==> src/rtl/multicycle_ctrl.sv <==
// multicycle_ctrl: multicycle sequencer for the 16-bit CPU core.
// Walks each instruction through FETCH/DECODE/EXEC/MEM/WB. One memory port
// is shared between instruction fetch and data access. A stalled memory
// request that exceeds MEM_TIMEOUT wait cycles parks the sequencer in ERR
// until reset.
// Optional feature macro: MULTICYCLE_RETIRE_CNT_EN adds the retire_cnt
// output, a CNT_W-bit count of completed instructions.
module multicycle_ctrl #(
  parameter int MEM_TIMEOUT = 15
`ifdef MULTICYCLE_RETIRE_CNT_EN
  ,
  parameter int CNT_W = 16
`endif
) (
  input  logic       clk,
  input  logic       rst_n,
  input  logic [3:0] opcode,
  input  logic       zero,
  input  logic       mem_ready,
  output logic       mem_req,
  output logic       mem_sel,
  output logic       mem_read,
  output logic       mem_write,
  output logic       ir_write,
  output logic       pc_write,
  output logic [1:0] pc_src,
  output logic       alu_src,
  output logic [3:0] alu_op,
  output logic       reg_dst,
  output logic       mem_to_reg,
  output logic       reg_write,
  output logic       link_write,
  output logic       fault
`ifdef MULTICYCLE_RETIRE_CNT_EN
  ,
  output logic [CNT_W-1:0] retire_cnt
`endif
);

  localparam logic [3:0] OP_ADD  = 4'd0;
  localparam logic [3:0] OP_ADDI = 4'd1;
  localparam logic [3:0] OP_SUB  = 4'd2;
  localparam logic [3:0] OP_AND  = 4'd3;
  localparam logic [3:0] OP_OR   = 4'd4;
  localparam logic [3:0] OP_XOR  = 4'd5;
  localparam logic [3:0] OP_NOT  = 4'd6;
  localparam logic [3:0] OP_SLT  = 4'd7;
  localparam logic [3:0] OP_LSL  = 4'd8;
  localparam logic [3:0] OP_LSR  = 4'd9;
  localparam logic [3:0] OP_LDR  = 4'd10;
  localparam logic [3:0] OP_STR  = 4'd11;
  localparam logic [3:0] OP_B    = 4'd12;
  localparam logic [3:0] OP_BL   = 4'd13;
  localparam logic [3:0] OP_BR   = 4'd14;
  localparam logic [3:0] OP_BEQ  = 4'd15;

  // Wide enough to hold MEM_TIMEOUT-1, the last count before the fault fires.
  localparam int WAIT_W = (MEM_TIMEOUT < 2) ? 1 : $clog2(MEM_TIMEOUT + 1);

  typedef enum logic [2:0] {
    FETCH  = 3'd0,
    DECODE = 3'd1,
    EXEC   = 3'd2,
    MEM    = 3'd3,
    WB     = 3'd4,
    ERR    = 3'd5
  } state_t;

  state_t            r_state;
  state_t            w_next;
  logic [3:0]        r_op;
  logic [WAIT_W-1:0] r_wait_cnt;
  logic              w_waiting;
  logic              w_timeout;
  logic              w_is_ldr;
  logic              w_is_str;
  logic              w_alu_src;
  logic [3:0]        w_alu_op;

  assign w_is_ldr  = (r_op == OP_LDR);
  assign w_is_str  = (r_op == OP_STR);
  assign w_alu_src = (r_op == OP_ADDI) || w_is_ldr || w_is_str;
  assign w_waiting = ((r_state == FETCH) || (r_state == MEM)) && !mem_ready;
  // The current stalled cycle is the MEM_TIMEOUT-th in a row; a zero
  // MEM_TIMEOUT never fires.
  assign w_timeout = (MEM_TIMEOUT != 0) &&
                     (r_wait_cnt == WAIT_W'(MEM_TIMEOUT - 1));

  // ALU operation decoded from the latched opcode (memory ops use add, beq subtracts).
  always_comb begin
    w_alu_op = 4'b0000;
    case (r_op)
      OP_SUB:  w_alu_op = 4'b0001;
      OP_AND:  w_alu_op = 4'b0010;
      OP_OR:   w_alu_op = 4'b0100;
      OP_XOR:  w_alu_op = 4'b0110;
      OP_NOT:  w_alu_op = 4'b1110;
      OP_SLT:  w_alu_op = 4'b0111;
      OP_LSL:  w_alu_op = 4'b1100;
      OP_LSR:  w_alu_op = 4'b1000;
      OP_BEQ:  w_alu_op = 4'b0001;
      default: w_alu_op = 4'b0000;
    endcase
  end

  // State register, opcode latch and consecutive-wait counter.
  always_ff @(posedge clk or negedge rst_n) begin
    if (!rst_n) begin
      r_state    <= FETCH;
      r_op       <= 4'd0;
      r_wait_cnt <= '0;
    end else begin
      r_state <= w_next;
      if (r_state == DECODE) begin
        r_op <= opcode;
      end
      if (w_waiting && (w_next == r_state)) begin
        r_wait_cnt <= r_wait_cnt + WAIT_W'(1);
      end else begin
        r_wait_cnt <= '0;
      end
    end
  end

  // Next-state selection and Moore-style strobe decode for each state.
  always_comb begin
    w_next     = r_state;
    mem_req    = 1'b0;
    mem_sel    = 1'b0;
    mem_read   = 1'b0;
    mem_write  = 1'b0;
    ir_write   = 1'b0;
    pc_write   = 1'b0;
    pc_src     = 2'b00;
    alu_src    = 1'b0;
    alu_op     = 4'b0000;
    reg_dst    = 1'b0;
    mem_to_reg = 1'b0;
    reg_write  = 1'b0;
    link_write = 1'b0;
    fault      = 1'b0;
    case (r_state)
      FETCH: begin
        mem_req  = 1'b1;
        mem_read = 1'b1;
        if (mem_ready) begin
          ir_write = 1'b1;
          pc_write = 1'b1;
          w_next   = DECODE;
        end else if (w_timeout) begin
          w_next = ERR;
        end
      end
      DECODE: begin
        w_next = EXEC;
      end
      EXEC: begin
        alu_op  = w_alu_op;
        alu_src = w_alu_src;
        case (r_op)
          OP_LDR, OP_STR: begin
            w_next = MEM;
          end
          OP_B: begin
            pc_write = 1'b1;
            pc_src   = 2'b01;
            w_next   = FETCH;
          end
          OP_BL: begin
            pc_write   = 1'b1;
            pc_src     = 2'b01;
            link_write = 1'b1;
            w_next     = FETCH;
          end
          OP_BR: begin
            pc_write = 1'b1;
            pc_src   = 2'b10;
            w_next   = FETCH;
          end
          OP_BEQ: begin
            pc_write = zero;
            pc_src   = 2'b01;
            w_next   = FETCH;
          end
          default: begin
            w_next = WB;
          end
        endcase
      end
      MEM: begin
        mem_req   = 1'b1;
        mem_sel   = 1'b1;
        mem_read  = w_is_ldr;
        mem_write = w_is_str;
        alu_op    = w_alu_op;
        alu_src   = w_alu_src;
        if (mem_ready) begin
          w_next = w_is_str ? FETCH : WB;
        end else if (w_timeout) begin
          w_next = ERR;
        end
      end
      WB: begin
        reg_write  = 1'b1;
        mem_to_reg = w_is_ldr;
        reg_dst    = (r_op <= OP_LSR) && (r_op != OP_ADDI);
        w_next     = FETCH;
      end
      ERR: begin
        fault = 1'b1;
      end
      default: begin
        w_next = FETCH;
      end
    endcase
  end

`ifdef MULTICYCLE_RETIRE_CNT_EN
  logic             w_retire;
  logic [CNT_W-1:0] r_retire_cnt;

  // An instruction completes when it leaves WB, when a store leaves MEM,
  // or when a branch leaves EXEC.
  assign w_retire = (r_state == WB) ||
                    ((r_state == MEM) && mem_ready && w_is_str) ||
                    ((r_state == EXEC) && (r_op >= OP_B));

  // Free-running wrap-around count of completed instructions; ERR never retires.
  always_ff @(posedge clk or negedge rst_n) begin
    if (!rst_n) begin
      r_retire_cnt <= '0;
    end else if (w_retire) begin
      r_retire_cnt <= r_retire_cnt + CNT_W'(1);
    end
  end

  assign retire_cnt = r_retire_cnt;
`endif

endmodule

==> config.mk <==
export PLATFORM = sky130hd
export DESIGN_NAME = multicycle_ctrl
export DESIGN_NICKNAME = d
export VERILOG_FILES = /design/src/rtl/multicycle_ctrl.sv
export SDC_FILE = /design/constraint.sdc
export NUM_CORES = 1
export LEC_CHECK = 0
export BUFFER_PORTS_ARGS = -buffer_cell sky130_fd_sc_hd__buf_4
export CAP_MARGIN = 20
export CORE_UTILIZATION = 41
export DETAILED_ROUTE_END_ITERATION = 6
export GPL_ROUTABILITY_DRIVEN = 0
export PLACE_DENSITY = 0.66
export SYNTH_ARGS = -nofsm -noshare
export SYNTH_HDL_FRONTEND = slang
export SYNTH_SLANG_ARGS = --single-unit
==> constraint.sdc <==
create_clock -name clk -period 1.4 [get_ports clk]
set_input_delay 0.14 -clock clk [delete_from_list [all_inputs] [get_ports clk]]
set_output_delay 0.14 -clock clk [all_outputs]
set_load 0.01 [all_outputs]
-- After elaboration in Yosys (flattened, before gate mapping)
Memories as Yosys holds them, arrays and structs flattened.
Cells that the tools add are included.
- bits in registers: 11
- latch bits: 0
- bits in writable memories: 0
- memory bits (read-only): 64
- bits of input ports: 8
- memories kept: 1
- memories (name ; depth ; bits a word ; read ports ; clocked after Yosys merged registers in ; write ports ; RTL line ; RTL):
    (name not given) ; 16 ; 4 ; 1 ; 0 ; 0 ; 92 ; case (r_op)
- $add $sub $neg: 1
- multiply operators: 0
- divide/modulo/power cells: 0
- $lt $le $gt $ge: 1
- eq/ne operators: 15
- shift operators: 0
- muxes and demuxes: 25
- bitwise gates (word level): 0
- reductions and logical operators: 14
- operator list (operator ; count):
    equality test 4 bit (second input constant) ; 7
    case mux 3 bit (5 select lines) ; 1
    two-way mux 1 bit ; 12
    two-way mux 3 bit ; 4
    two-way mux 4 bit ; 2
    equality test 3 x 2 -> 1 bit (second input constant) ; 2
    equality test 3 bit (second input constant) ; 2
    case mux 1 bit (2 select lines) ; 3
    case mux 3 bit (2 select lines) ; 1
    OR reduction 2 bit ; 3
    OR reduction 3 bit ; 2
    adder 4 x 1 -> 4 bit (second input constant) ; 1
    equality test 4 x 1 -> 1 bit (second input constant) ; 1
    <= comparator 4 bit (second input constant) ; 1
    inequality test 4 x 1 -> 1 bit (second input constant) ; 1
    case mux 2 bit (2 select lines) ; 1
    OR reduction 4 bit ; 1
    equality test 3 x 1 -> 1 bit (second input constant) ; 1
    equality test 3 bit ; 1
    logical AND 1 bit ; 3
    logical NOT 3 bit ; 1
    logical OR 1 bit ; 3
    two-way mux 2 bit ; 1
    logical NOT 1 bit ; 1

-- Longest topological paths before layout
- word-level depth: 7
- depth in mapped cells: 5
- mapped depth without buffers: 5

-- Least setup slack after synthesis
No wires, ideal clock.
- kind: reg-to-output
- from: reg r_state[0]
- to: out reg_dst
- arrival time: 1241 ps
- slack: 19 ps
- stages on the path, launching flop included: 4
- buffers on the path: 1
- cell sequence: dfrtp_1 -> buf_6 -> nor3b_1 -> o311a_1
- word-level cells in the longest chain between the ends: 2
- ends and longest elaborated chain (element ; RTL line ; RTL):
    from (decl) ; 69 ; state_t r_state;
    from (signal assigned) ; 113 ; r_state <= w_next;
    equality test 3 bit ; 142 ; case (r_state)
    two-way mux 1 bit ; 142 ;
    to (decl) ; 29 ; output logic reg_dst,
No other way between the ends.

-- Worst setup path after layout
- from: reg r_state[2]
- to: out pc_write
- word-level cells in the longest chain between the ends: 2
- elaborated cells between the ends (all ways): 3
- those cells by class: eq/ne (1); mux (1); reduce/logical (1)
- ends and longest elaborated chain (element ; RTL line ; RTL):
    equality test 3 x 2 -> 1 bit / logical NOT 3 bit (equally long branches) ; 142 ;
    case mux 1 bit (2 select lines) (*) ; 142 ;
    to (decl) ; 25 ; output logic pc_write,
Every way passes the cells marked *; elsewhere a longest branch is shown, timed or not.

==> flow_summary.ini <==
[placement]
placed_area_um2 = 1060
io_buffers = 25
dp_hpwl_mm = 1.41
dp_worst_setup_slack_ps = 60.3

[final_layout]
drive_above_1_share_pct = 63.3
antenna_cells = 0
areaGrowthSynthToFinish_pct = 68.9
nets = 150
fin_area_um2 = 1350

[detailed_routing]
vias = 858
wl_per_cell_um = 14.6
wl_mm = 2.40
drt_pass1_iterations = 4
route.detailed.drc = 0
vias_per_cell = 5.23
ant_nets = 0
drtIter0Drc = 12

[sta]
hold_viol_final = 0
layout_min_cycle_time_ps = 1570
fmax_ghz = 0.638
final_max_slew_viol_count = 0
whs_ps = 97.7
slew_headroom_pct = 82.5
skew_ps = 3.38
period_share_pct = 112
setup-violations-final = 17
worstMarginPinSlew_ps = 261
fin_tns_setup_ps = -1560
rsz0062_at_grt = yes
fin_ws_ps = -167

[power_and_ir_drop]
power_frac_seq_pct = 22.0
power_density_nw_per_um2 = 2130
p_clk_share_pct = 7.5
p_sw_share_pct = 41.2
leakagePower_nw = 0.654
net-switching-power_mw = 1.19
power.internal_mw = 1.69
ir_worst_vdd_v = 0.00164
pwr-share-comb_pct = 70.5

[critical_path]
path_cells = or3_4 -> o22ai_2 -> buf_4
crit_family = flip-flops
start_kind = flip-flop
cp_num_buf_inv = 1
critPathCaptureType = output pin
path_max_fanout = 6
crit_type = reg2out
max_stage_delay_ps = 450
r2r_start = r_state[1]$_DFF_PN0_
critPathArrivalTime_ps = 1430
worstPathRequired_ps = 1260
critical-path-slowest-cell = dfrtp_2
worstSetupStartpoint = r_state[2]$_DFF_PN0_

[synthesis]
syn_area_um2 = 801
yosysWarningCount = 0
synth_edf_count = 0
avgSynthCellArea_um2 = 8.80
postSynth.asyncResetShare_pct = 100
synth_ff_type = dfrtp_1
syn_nets = 101
seq_area_frac_synth_pct = 34.4
synth.ff_latch_count = 11
ys_types = 39
syn_inst = 91

[die]
dieHeight_um = 46.2
fp.dieW_um = 46.2
start_util_pct = 44.9
design.die.area_um2 = 2130
ioPinCount = 26
placementRows = 15
core_um2 = 1780

[grt]
grt_antenna_before_repair = 0
grt_max_degree = 12
grt_first_pass_wirelength_mm = 3.55
grt_overflow_total = 0
first_global_vias = 777
grt_usage_pct = 23.6

[cts]
cts_tree = done
clock_sinks = 11
htreeDepth = 1
path_clk_slew_ps = 70
root_buffer = clkbuf_4
cts_buffer_depth = 2
worstSkewPairLatency_ps = 270
cts_buffers = 3

[run_status]
violations = negative setup slack
status = finished with violations

[min_path]
hp-class = in2reg
hold_start = opcode[2]

[run]
maxCapViolations = 0
==> layer usage <==
| metal | global-route usage, % | vias up | share of wire [%] |
|---|---|---|---|
| met2 | 41.1 | 22 | 53 |
| met5 | 0 | - | 0 |
| met1 | 30.4 | 418 | 44 |
| met4 | 3.53 | 0 | 0 |
| met3 | 4.71 | 0 | 2.7 |
| li1 | - | 418 | - |
==> cell families (layout without fill, tap and decap cells) <==
| family | count (synthesis) | in the layout | synth area share, % |
|---|---|---|---|
| flops | 11 | 11 | 34.4 |
| fa+ha+maj | 2 | 2 | 3.12 |
| xor+xnor | 2 | 2 | 2.19 |
| buf+inv | 9 | 57 | 5.78 |
| compound gates | 16 | 16 | 13.3 |
| simple gates | 47 | 47 | 35.6 |
| mux | 4 | 4 | 5.62 |
==> final cells by class <==
type / instances / area [um2]
Multi-Input combinational cell: 71 / 587
Fill cell: 124 / 430
Timing Repair Buffer: 49 / 409
Sequential cell: 11 / 283
Tap cell: 25 / 31.3
Clock buffer: 3 / 22.5
Inverter: 4 / 15.0
Clock inverter: 1 / 5.00
==> registers in the layout, summed over array words and instances, names as in the netlist <==
signal / count
r_state: 3
r_wait_cnt: 4
r_op: 4
==> worst reg2reg max path: stages, from the launching register on <==
cell,delay [ps]
dfrtp_2,450
buf_4,150
nand2b_4,150
nor2_4,210
mux2_4,330
==> synthesized netlist by cell type, types with 2 or more instances <==
cell	count	area (um2)
nor2_1	13	48.8
nor3_1	3	15.0
nor2b_1	2	12.5
dfrtp_1	11	275
a21oi_1	3	15.0
ha_1	2	25.0
mux2_2	4	45.0
nand4_1	2	12.5
o21ai_0	3	15.0
a31oi_1	2	12.5
inv_1	4	15.0
buf_2	4	20.0
nand3_1	4	20.0
nor3b_2	2	25.0
nand2_1	7	26.3
or2b_1	2	15.0
==> final timing paths <==
kind / to / slack (ps) / cells after the start
worst max register to register: r_op[0]$_DFFE_PN0P_ / 0 / 4
max in group asynchronous: r_state[0]$_DFF_PN0_ / 980 / 2
worst min-delay path: r_op[2]$_DFFE_PN0P_ / 100 / 2
min in group asynchronous: r_wait_cnt[1]$_DFF_PN0_ / 250 / 2
worst max-delay path: pc_write / -170 / 3
worst min register to register: r_wait_cnt[0]$_DFF_PN0_ / 540 / 2
==> per-stage QoR <==
step           utilization, %  instances  power (mW)
2_1_floorplan               -         91        1.43
6_report                 75.9        164        2.88
4_1_cts                  72.4        164        2.63
3_3_place_gp             59.2        145        1.89
5_1_grt                  75.9        164        3.05
3_5_place_dp             59.2        145        1.90
==> power groups by stage <==
stage | Clock (mW) | Combinational [mW] | Sequential [mW]
after detailed placement | 0 | 1.26 | 0.641
final | 0.215 | 2.03 | 0.635
after global routing | 0.239 | 2.16 | 0.648
after global placement | 0 | 1.26 | 0.635
after CTS | 0.225 | 1.81 | 0.597
after floorplan | 0 | 0.910 | 0.523
==> cell usage in the layout (no fill, tap or decap), drive strengths merged, types with 2 or more instances in the layout <==
cell and instances:
nand4 2, o21ai 3, a21oi 3, nor3b 3, or2b 2, and2b 2, clkbuf 3, nand3 4
nor2 14, nor2b 2, nor3 3, a31oi 2, buf 48, nand2b 2, mux2 4, nand2 7
ha 2, inv 4, dfrtp 11
==> what timing repair did <==
item,CTS,global route
buffers inserted,14,1
gates resized for setup,26,17
pin swaps,8,11
setup endpoints to repair,18,25
hold buffers,1,0
endpoints found under the hold margin,11,0
Note: power is estimated with default switching activity, not from simulation.
